`src/rtl/unidad_detencion.sv`:
```
// Stall/flush controller for the 5-stage filter pipeline: load-use bubbles, memory freeze, branch flush.
// Optional macro STALL_COUNT_EN enables the stall-cycle counter on stall_count.
module unidad_detencion #(
    parameter int LOAD_BUBBLES = 1,
    parameter int MEM_TIMEOUT  = 16,
    parameter int CNT_W        = 16
) (
    input  logic             clk,
    input  logic             rst,
    input  logic [3:0]       Ra_F_Reg,
    input  logic             RE_A_F_Reg,
    input  logic [3:0]       Rb_F_Reg,
    input  logic             RE_B_F_Reg,
    input  logic [3:0]       Robj_Reg_Exe,
    input  logic             mem_RE_Reg_Exe,
    input  logic             mem_req,
    input  logic             mem_ready,
    input  logic             branch_taken,
    output logic             en_PC,
    output logic             en_F_Reg,
    output logic             en_Reg_Exe,
    output logic             en_Exe_Mem,
    output logic             en_Mem_WB,
    output logic             bubble_Reg_Exe,
    output logic             flush_F_Reg,
    output logic             mem_error,
    output logic [1:0]       state,
    output logic [CNT_W-1:0] stall_count
);

    typedef enum logic [1:0] {
        RUN        = 2'b00,
        LOAD_STALL = 2'b01,
        MEM_WAIT   = 2'b10
    } state_t;

    localparam logic [2:0] BC_INIT = 3'(LOAD_BUBBLES - 1);
    localparam logic [7:0] TC_MAX  = 8'(MEM_TIMEOUT);

    state_t     state_q, state_d;
    logic [2:0] bc_q, bc_d;
    logic [7:0] tc_q, tc_d;
    logic       ret_q, ret_d;
    logic       err_d;
    logic       hz;
    logic       freeze;

    assign hz = mem_RE_Reg_Exe &&
                ((RE_A_F_Reg && (Ra_F_Reg == Robj_Reg_Exe)) ||
                 (RE_B_F_Reg && (Rb_F_Reg == Robj_Reg_Exe)));
    assign freeze = mem_req && !mem_ready;

    always_comb begin
        en_PC          = 1'b1;
        en_F_Reg       = 1'b1;
        en_Reg_Exe     = 1'b1;
        en_Exe_Mem     = 1'b1;
        en_Mem_WB      = 1'b1;
        bubble_Reg_Exe = 1'b0;
        flush_F_Reg    = 1'b0;
        state_d        = state_q;
        bc_d           = bc_q;
        tc_d           = tc_q;
        ret_d          = ret_q;
        err_d          = 1'b0;

        if (rst) begin
            en_PC          = 1'b0;
            bubble_Reg_Exe = 1'b1;
            flush_F_Reg    = 1'b1;
            state_d        = RUN;
            bc_d           = 3'd0;
            tc_d           = 8'd0;
            ret_d          = 1'b0;
        end else begin
            case (state_q)
                RUN: begin
                    if (freeze) begin
                        {en_PC, en_F_Reg, en_Reg_Exe, en_Exe_Mem, en_Mem_WB} = 5'b0;
                        tc_d    = 8'd1;
                        ret_d   = 1'b0;
                        state_d = MEM_WAIT;
                    end else if (branch_taken) begin
                        // hazard against a flushed instruction is irrelevant
                        flush_F_Reg    = 1'b1;
                        bubble_Reg_Exe = 1'b1;
                    end else if (hz) begin
                        en_PC          = 1'b0;
                        en_F_Reg       = 1'b0;
                        bubble_Reg_Exe = 1'b1;
                        if (LOAD_BUBBLES > 1) begin
                            bc_d    = BC_INIT;
                            state_d = LOAD_STALL;
                        end
                    end
                end
                LOAD_STALL: begin
                    if (freeze) begin
                        {en_PC, en_F_Reg, en_Reg_Exe, en_Exe_Mem, en_Mem_WB} = 5'b0;
                        tc_d    = 8'd1;
                        ret_d   = 1'b1;
                        state_d = MEM_WAIT;
                    end else begin
                        en_PC          = 1'b0;
                        en_F_Reg       = 1'b0;
                        bubble_Reg_Exe = 1'b1;
                        if (bc_q <= 3'd1) begin
                            bc_d    = 3'd0;
                            state_d = RUN;
                        end else begin
                            bc_d = bc_q - 3'd1;
                        end
                    end
                end
                MEM_WAIT: begin
                    if (mem_ready) begin
                        state_d = ret_q ? LOAD_STALL : RUN;
                        ret_d   = 1'b0;
                        tc_d    = 8'd0;
                    end else if (tc_q == TC_MAX) begin
                        // access abandoned; any pending load stall is dropped too
                        err_d   = 1'b1;
                        state_d = RUN;
                        ret_d   = 1'b0;
                        bc_d    = 3'd0;
                        tc_d    = 8'd0;
                    end else begin
                        {en_PC, en_F_Reg, en_Reg_Exe, en_Exe_Mem, en_Mem_WB} = 5'b0;
                        tc_d = tc_q + 8'd1;
                    end
                end
                default: begin
                    state_d = RUN;
                    bc_d    = 3'd0;
                    tc_d    = 8'd0;
                    ret_d   = 1'b0;
                end
            endcase
        end
    end

    always_ff @(posedge clk) begin
        if (rst) begin
            state_q   <= RUN;
            bc_q      <= 3'd0;
            tc_q      <= 8'd0;
            ret_q     <= 1'b0;
            mem_error <= 1'b0;
        end else begin
            state_q   <= state_d;
            bc_q      <= bc_d;
            tc_q      <= tc_d;
            ret_q     <= ret_d;
            mem_error <= err_d;
        end
    end

    assign state = state_q;

`ifdef STALL_COUNT_EN
    logic [CNT_W-1:0] cnt_q;

    always_ff @(posedge clk) begin
        if (rst) begin
            cnt_q <= '0;
        end else if (!en_PC && (cnt_q != {CNT_W{1'b1}})) begin
            cnt_q <= cnt_q + CNT_W'(1);
        end
    end

    assign stall_count = cnt_q;
`else
    assign stall_count = '0;
`endif

endmodule

```
`config.mk`:
```
export PLATFORM = sky130hd
export DESIGN_NAME = unidad_detencion
export DESIGN_NICKNAME = d
export VERILOG_FILES = /design/src/rtl/unidad_detencion.sv
export SDC_FILE = /design/constraint.sdc
export NUM_CORES = 1
export LEC_CHECK = 0
export BUFFER_PORTS_ARGS = -buffer_cell sky130_fd_sc_hd__buf_2
export CORE_MARGIN = 1
export CORE_UTILIZATION = 48
export DETAILED_ROUTE_END_ITERATION = 10
export PLACE_DENSITY = 0.9
export SYNTH_ARGS = -nofsm -noshare
export SYNTH_HDL_FRONTEND = slang
export SYNTH_SLANG_ARGS = --single-unit
export TNS_END_PERCENT = 100
```
`constraint.sdc`:
```
create_clock -name clk -period 3.1 [get_ports clk]
set_input_delay 0.93 -clock clk [delete_from_list [all_inputs] [get_ports clk]]
set_output_delay 0.93 -clock clk [all_outputs]
set_load 0.05 [all_outputs]
```
[Word-level counts from Yosys, hierarchy flattened]
Index checks and enable logic that the tools add are counted.
Word-level totals
  flip-flop bits (word level): 15
  input port bits: 20
  output and inout bits: 26
  logic and storage cells: 76
Operators by class
  add/subtract/negate cells: 2
  order comparisons: 1
  equality and inequality tests: 13
  multiplexer cells: 41
  bitwise logic cells: 2
  reductions and logical operators: 12
Operators with widths (number)
  8-bit 2-to-1 mux: 3
  1-bit 2-to-1 mux: 22
  8-bit case mux with 2 select lines: 1
  3-bit 2-to-1 mux: 4
  2-bit 2-to-1 mux: 5
  2-bit inequality test, second input constant: 5
  3-bit case mux with 3 select lines: 1
  8-bit by 1-bit adder with 8-bit output, second input constant: 1
  4-bit equality test: 2
  8-bit by 5-bit equality test with 1-bit output, second input constant: 1
  3-bit inequality test, second input constant: 2
  1-bit case mux with 3 select lines: 2
  2-bit case mux with 3 select lines: 1
  3-bit AND reduction: 2
  1-bit logical AND: 4
  1-bit case mux with 2 select lines: 2
  4-bit AND reduction: 1
  3-bit by 1-bit <= comparator with 1-bit output, second input constant: 1
  3-bit OR reduction: 1
  3-bit by 1-bit subtractor with 3-bit output, second input constant: 1
  2-bit by 1-bit equality test with 1-bit output, second input constant: 1
  2-bit equality test, second input constant: 1
  2-bit logical NOT: 1
  2-bit by 1-bit inequality test with 1-bit output, second input constant: 1
  4 further kinds: 5

[Logic depth before layout (Yosys ltp)]
  word-level depth: 9
  mapped depth: 7
  mapped depth without buffers: 6

[Worst setup path after synthesis]
OpenSTA, ideal clock, no wires.
  path type: input-to-output
  start point: input port Rb_F_Reg[0]
  end point: output port en_PC
  arrival: 2.976 ns
  required time: 2.170 ns
  setup slack: -0.806 ns
  stages: 4
  buffers on the path: 0
  cell sequence: xor2_1 > nor3_1 > a41o_1 > o41ai_1
On the way
  longest elaborated chain between the ends: 9
Ends and longest elaborated chain
  start, declared: line 12  | input logic [3:0] Rb_F_Reg,
  4-bit equality test: line 50  | (RE_B_F_Reg && (Rb_F_Reg == Robj_Reg_Exe)));
  1-bit logical AND: line 50
  1-bit logical OR: line 49  | ((RE_A_F_Reg && (Ra_F_Reg == Robj_Reg_Exe)) ||
  1-bit logical AND: line 48  | assign hz = mem_RE_Reg_Exe &&
  1-bit 2-to-1 mux: line 87  | end else if (hz) begin
  1-bit 2-to-1 mux: line 83  | end else if (branch_taken) begin
  1-bit 2-to-1 mux: line 78  | if (freeze) begin
  1-bit case mux with 3 select lines: line 76  | case (state_q)
  1-bit 2-to-1 mux: line 67  | if (rst) begin
  end, declared: line 19  | output logic en_PC,
Every way passes these cells.

[Final worst setup path]
  start point: input port Robj_Reg_Exe[0]
  end point: output port bubble_Reg_Exe
On the way
  longest elaborated chain between the ends: 9
  elaborated cells between the ends (all ways): 11
  those cells by class: 2 x eq/ne; 5 x mux; 4 x reduce/logical
Ends and longest elaborated chain
  start, declared: line 14  | input logic [3:0] Robj_Reg_Exe,
  4-bit equality test (on tied branches): line 49, 50
  1-bit logical AND (on tied branches): line 49, 50
  1-bit logical OR (*): line 49
  1-bit logical AND (*): line 48
  1-bit 2-to-1 mux (*): line 87
  1-bit 2-to-1 mux (*): line 83
  1-bit 2-to-1 mux (*): line 78
  1-bit case mux with 2 select lines (*): line 76
  1-bit 2-to-1 mux (*): line 67
  end, declared: line 24  | output logic bubble_Reg_Exe,
Every way passes the cells marked *; elsewhere a longest branch is shown, timed or not.

==> flow_metrics.py <==
metrics = {
    "global_routing": {
        "grt_util_all_layers_pct": 21.8,
        "grt_antenna_before_repair": 0,
        "grt_pass1_wl_mm": 4.22,
        "first_global_vias": 988,
        "grt_max_degree": 15,
        "overflow": 0,
    },
    "clock_network": {
        "tritoncts": "done",
        "worstSkewPairLatency_ps": 290,
        "cts_sinks": 15,
        "htreeDepth": 1,
        "cts_setup_buffers": 0,
        "cts-root-buf": "clkbuf_4",
        "clkTransAtPathRegs_ps": 100,
        "cts_buffers": 3,
        "cts.path.max_buffers": 2,
    },
    "route": {
        "vias": 1071,
        "antenna_left": 0,
        "wl_per_cell_um": 13.6,
        "drc": 0,
        "firstDrtPassIters": 4,
        "avgViaCountPerCell": 5.46,
        "wirelength_mm": 2.66,
        "drt_iter0_drc": 27,
    },
    "sta": {
        "setup_viol": 0,
        "finalMaxSlewViolations": 0,
        "whs_ps": 486,
        "worst_pin_slew_ps": 493,
        "worst_slew_margin_rel_pct": 66.8,
        "max_clock_freq_ghz": 0.329,
        "setup_slack_ps": 59.5,
        "final.period_utilization_pct": 98.1,
        "rsz0062_at_grt": "false",
        "layout_min_cycle_time_ps": 3040,
        "fin_worst_skew_ps": 12.2,
        "final.setup.tns_ps": 0,
        "finalHoldViolations": 0,
    },
    "floorplanning": {
        "initial_core_util_pct": 51.4,
        "coreArea_um2": 2250,
        "io_pins": 46,
        "die-width_um": 51.2,
        "rows": 17,
        "dieArea_um2": 2620,
        "die_h_um": 51.2,
    },
    "pwr": {
        "p_total_mw": 0.483,
        "power-per-cell-area_nw_per_um2": 361,
        "ir_worst_vdd_uv": 314,
        "p_leak_nw": 0.555,
    },
    "job": {
        "maxCapViolCount": 0,
    },
    "place": {
        "dpl_cell_area_um2": 1290,
        "dp_slack_ps": 57.9,
        "place_inst": 192,
        "io_buffers": 29,
        "dpl.hpwl_mm": 2.02,
        "routabilityCongestion": 0.849,
    },
    "worst_setup_path": {
        "worst-path-buf-inv": 2,
        "cp.depth": 6,
        "critPathLaunchType": "input pin",
        "crit_path_end": "bubble_Reg_Exe",
        "critPathTopFamily": "compound AO/OA/AOI/OAI gates",
        "reg2reg_depth": 4,
        "crit_top_cell": "buf_2",
        "r2r_start": "state[1]",
        "r2r-end": "bc_q[1]",
        "crit_chain": "buf_2, xor2_1, nor3_1, a41o_1, o41a_1, buf_2",
        "crit_type": "input pin to primary output",
        "max_stage_delay_ps": 300,
        "crit_path_start": "Robj_Reg_Exe[0]",
        "arrival_ps": 2110,
        "required_ps": 2170,
        "cp-end-kind": "primary output",
        "crit_fanout": 3,
        "r2r_setup_slack_ps": 1160,
        "slowest_stage": "a41o_1",
    },
    "logic_synthesis": {
        "yosysTopAreaCellShare_pct": 25.9,
        "yosysTopAreaCell": "dfxtp_1",
        "yosys_warnings": 0,
        "ys_ff_latch": 15,
        "async_flop_share_pct": 0,
        "synthTopCellsByArea": "dfxtp_1, buf_4, xor2_1",
        "avgSynthCellArea_um2": 8.40,
        "seq_area_frac_synth_pct": 25.9,
        "synth_edf_count": 0,
        "syn_inst": 138,
        "netlist_area_um2": 1160,
        "ys.flop_type": "dfxtp_1",
        "synth.distinct_cells": 42,
    },
    "cells_and_area": {
        "num-nets-final": 193,
        "instances_no_fill": 196,
        "post-route-util_pct": 59.3,
        "n_antenna_cell": 0,
        "multiInputGateArea_um2": 754,
        "regArea_um2": 302,
        "area_delta_synth_final_pct": 15.3,
        "fin_area_um2": 1340,
        "n_fill_cell": 207,
        "drive_gt1_share_pct": 27.4,
    },
    "run_status": {
        "run_status": "finished clean",
    },
    "min_path": {
        "worstHoldPathType": "flop to flop",
    },
}
[synthesized netlist by cell type (3+ instances only)]
library cell	instances
xor2_1	7
o2111ai_1	4
buf_4	19
nand2_1	6
xnor2_1	5
nor2_1	8
ha_1	4
o21ai_0	5
a21oi_1	5
dfxtp_1	15
inv_1	8
nor2b_1	3
or3_1	6
nor3_1	5
[sequential cells by signal (all words and copies together), names as in the netlist]
signal     cells
bc_q           3
ret_q          1
mem_error      1
state          2
tc_q           8
[layout make-up]
| cell class | instances | share of cell area [%] |
|---|---|---|
| sequential | 15 | 22.5 |
| clock buffer | 3 | 1.68 |
| tap | 28 | 2.62 |
| clock inverter | 1 | 0.374 |
| inverter | 8 | 2.25 |
| timing repair buffer | 34 | 14.1 |
| multi-input combinational | 107 | 56.4 |
[worst min-delay path by stage]
stage / from / endpoint / slack [ps] / cells after the start
6_report: ret_q / ret_q / 490 / 2
5_1_grt: ret_q / ret_q / 500 / 2
4_1_cts: ret_q / ret_q / 480 / 2
3_5_place_dp: ret_q / ret_q / 470 / 2
3_3_place_gp: ret_q / ret_q / 440 / 2
2_1_floorplan: ret_q / ret_q / 430 / 2
[power breakdown]
part | leakage [nW] | switching [mW] | internal [mW]
Combinational | 0.416 | 0.119 | 0.0458
Sequential | 0.122 | 0.00763 | 0.196
Clock | 0.0177 | 0.0669 | 0.0480
[what timing repair did]
action	CTS	global route
hold buffers	0	0
pin swaps	0	1
gates resized for setup	5	1
cloned	0	0
endpoints found under the setup margin	2	5
[layer usage]
metal	track usage (%)	vias up	share of wire, %
li1	-	524	-
met1	24.1	508	41
met2	41.4	37	54
met3	4.46	2	4.7
met4	5.56	0	0.41
met5	0	-	0
[worst reg2reg max path, stage by stage, from the launching register on]
cell	delay, ps
dfxtp_1	620
inv_1	170
or4_4	600
a2111oi_2	350
a41o_1	150
[logic make-up (layout without fill, tap and decap cells)]
logic type      after synthesis  in the layout  share of synthesized area [%]
flops                        15             15                           25.9
simple gates                 42             42                           22.2
mux                           1              1                          0.863
buf+inv                      31             46                           17.2
other cells                   1             16                          0.323
compound gates               32             32                           20.2
xor+xnor                     12             12                           9.06
fa+ha+maj                     4              4                           4.32
[cell usage in the layout (no fill, tap or decap), types with 3 or more instances in the layout]
cell,netlist,final
a21oi_1,5,5
o2111ai_1,4,4
nor2b_1,3,3
or3_1,6,6
nand2_1,6,6
ha_1,4,4
xnor2_1,5,5
inv_1,8,8
o21ai_0,5,5
nor2_1,8,8
buf_4,19,5
conb_1,1,16
buf_2,0,28
xor2_1,7,7
clkbuf_4,1,3
nor3_1,5,5
dfxtp_1,15,14
Power figures use the tool's default switching activity.
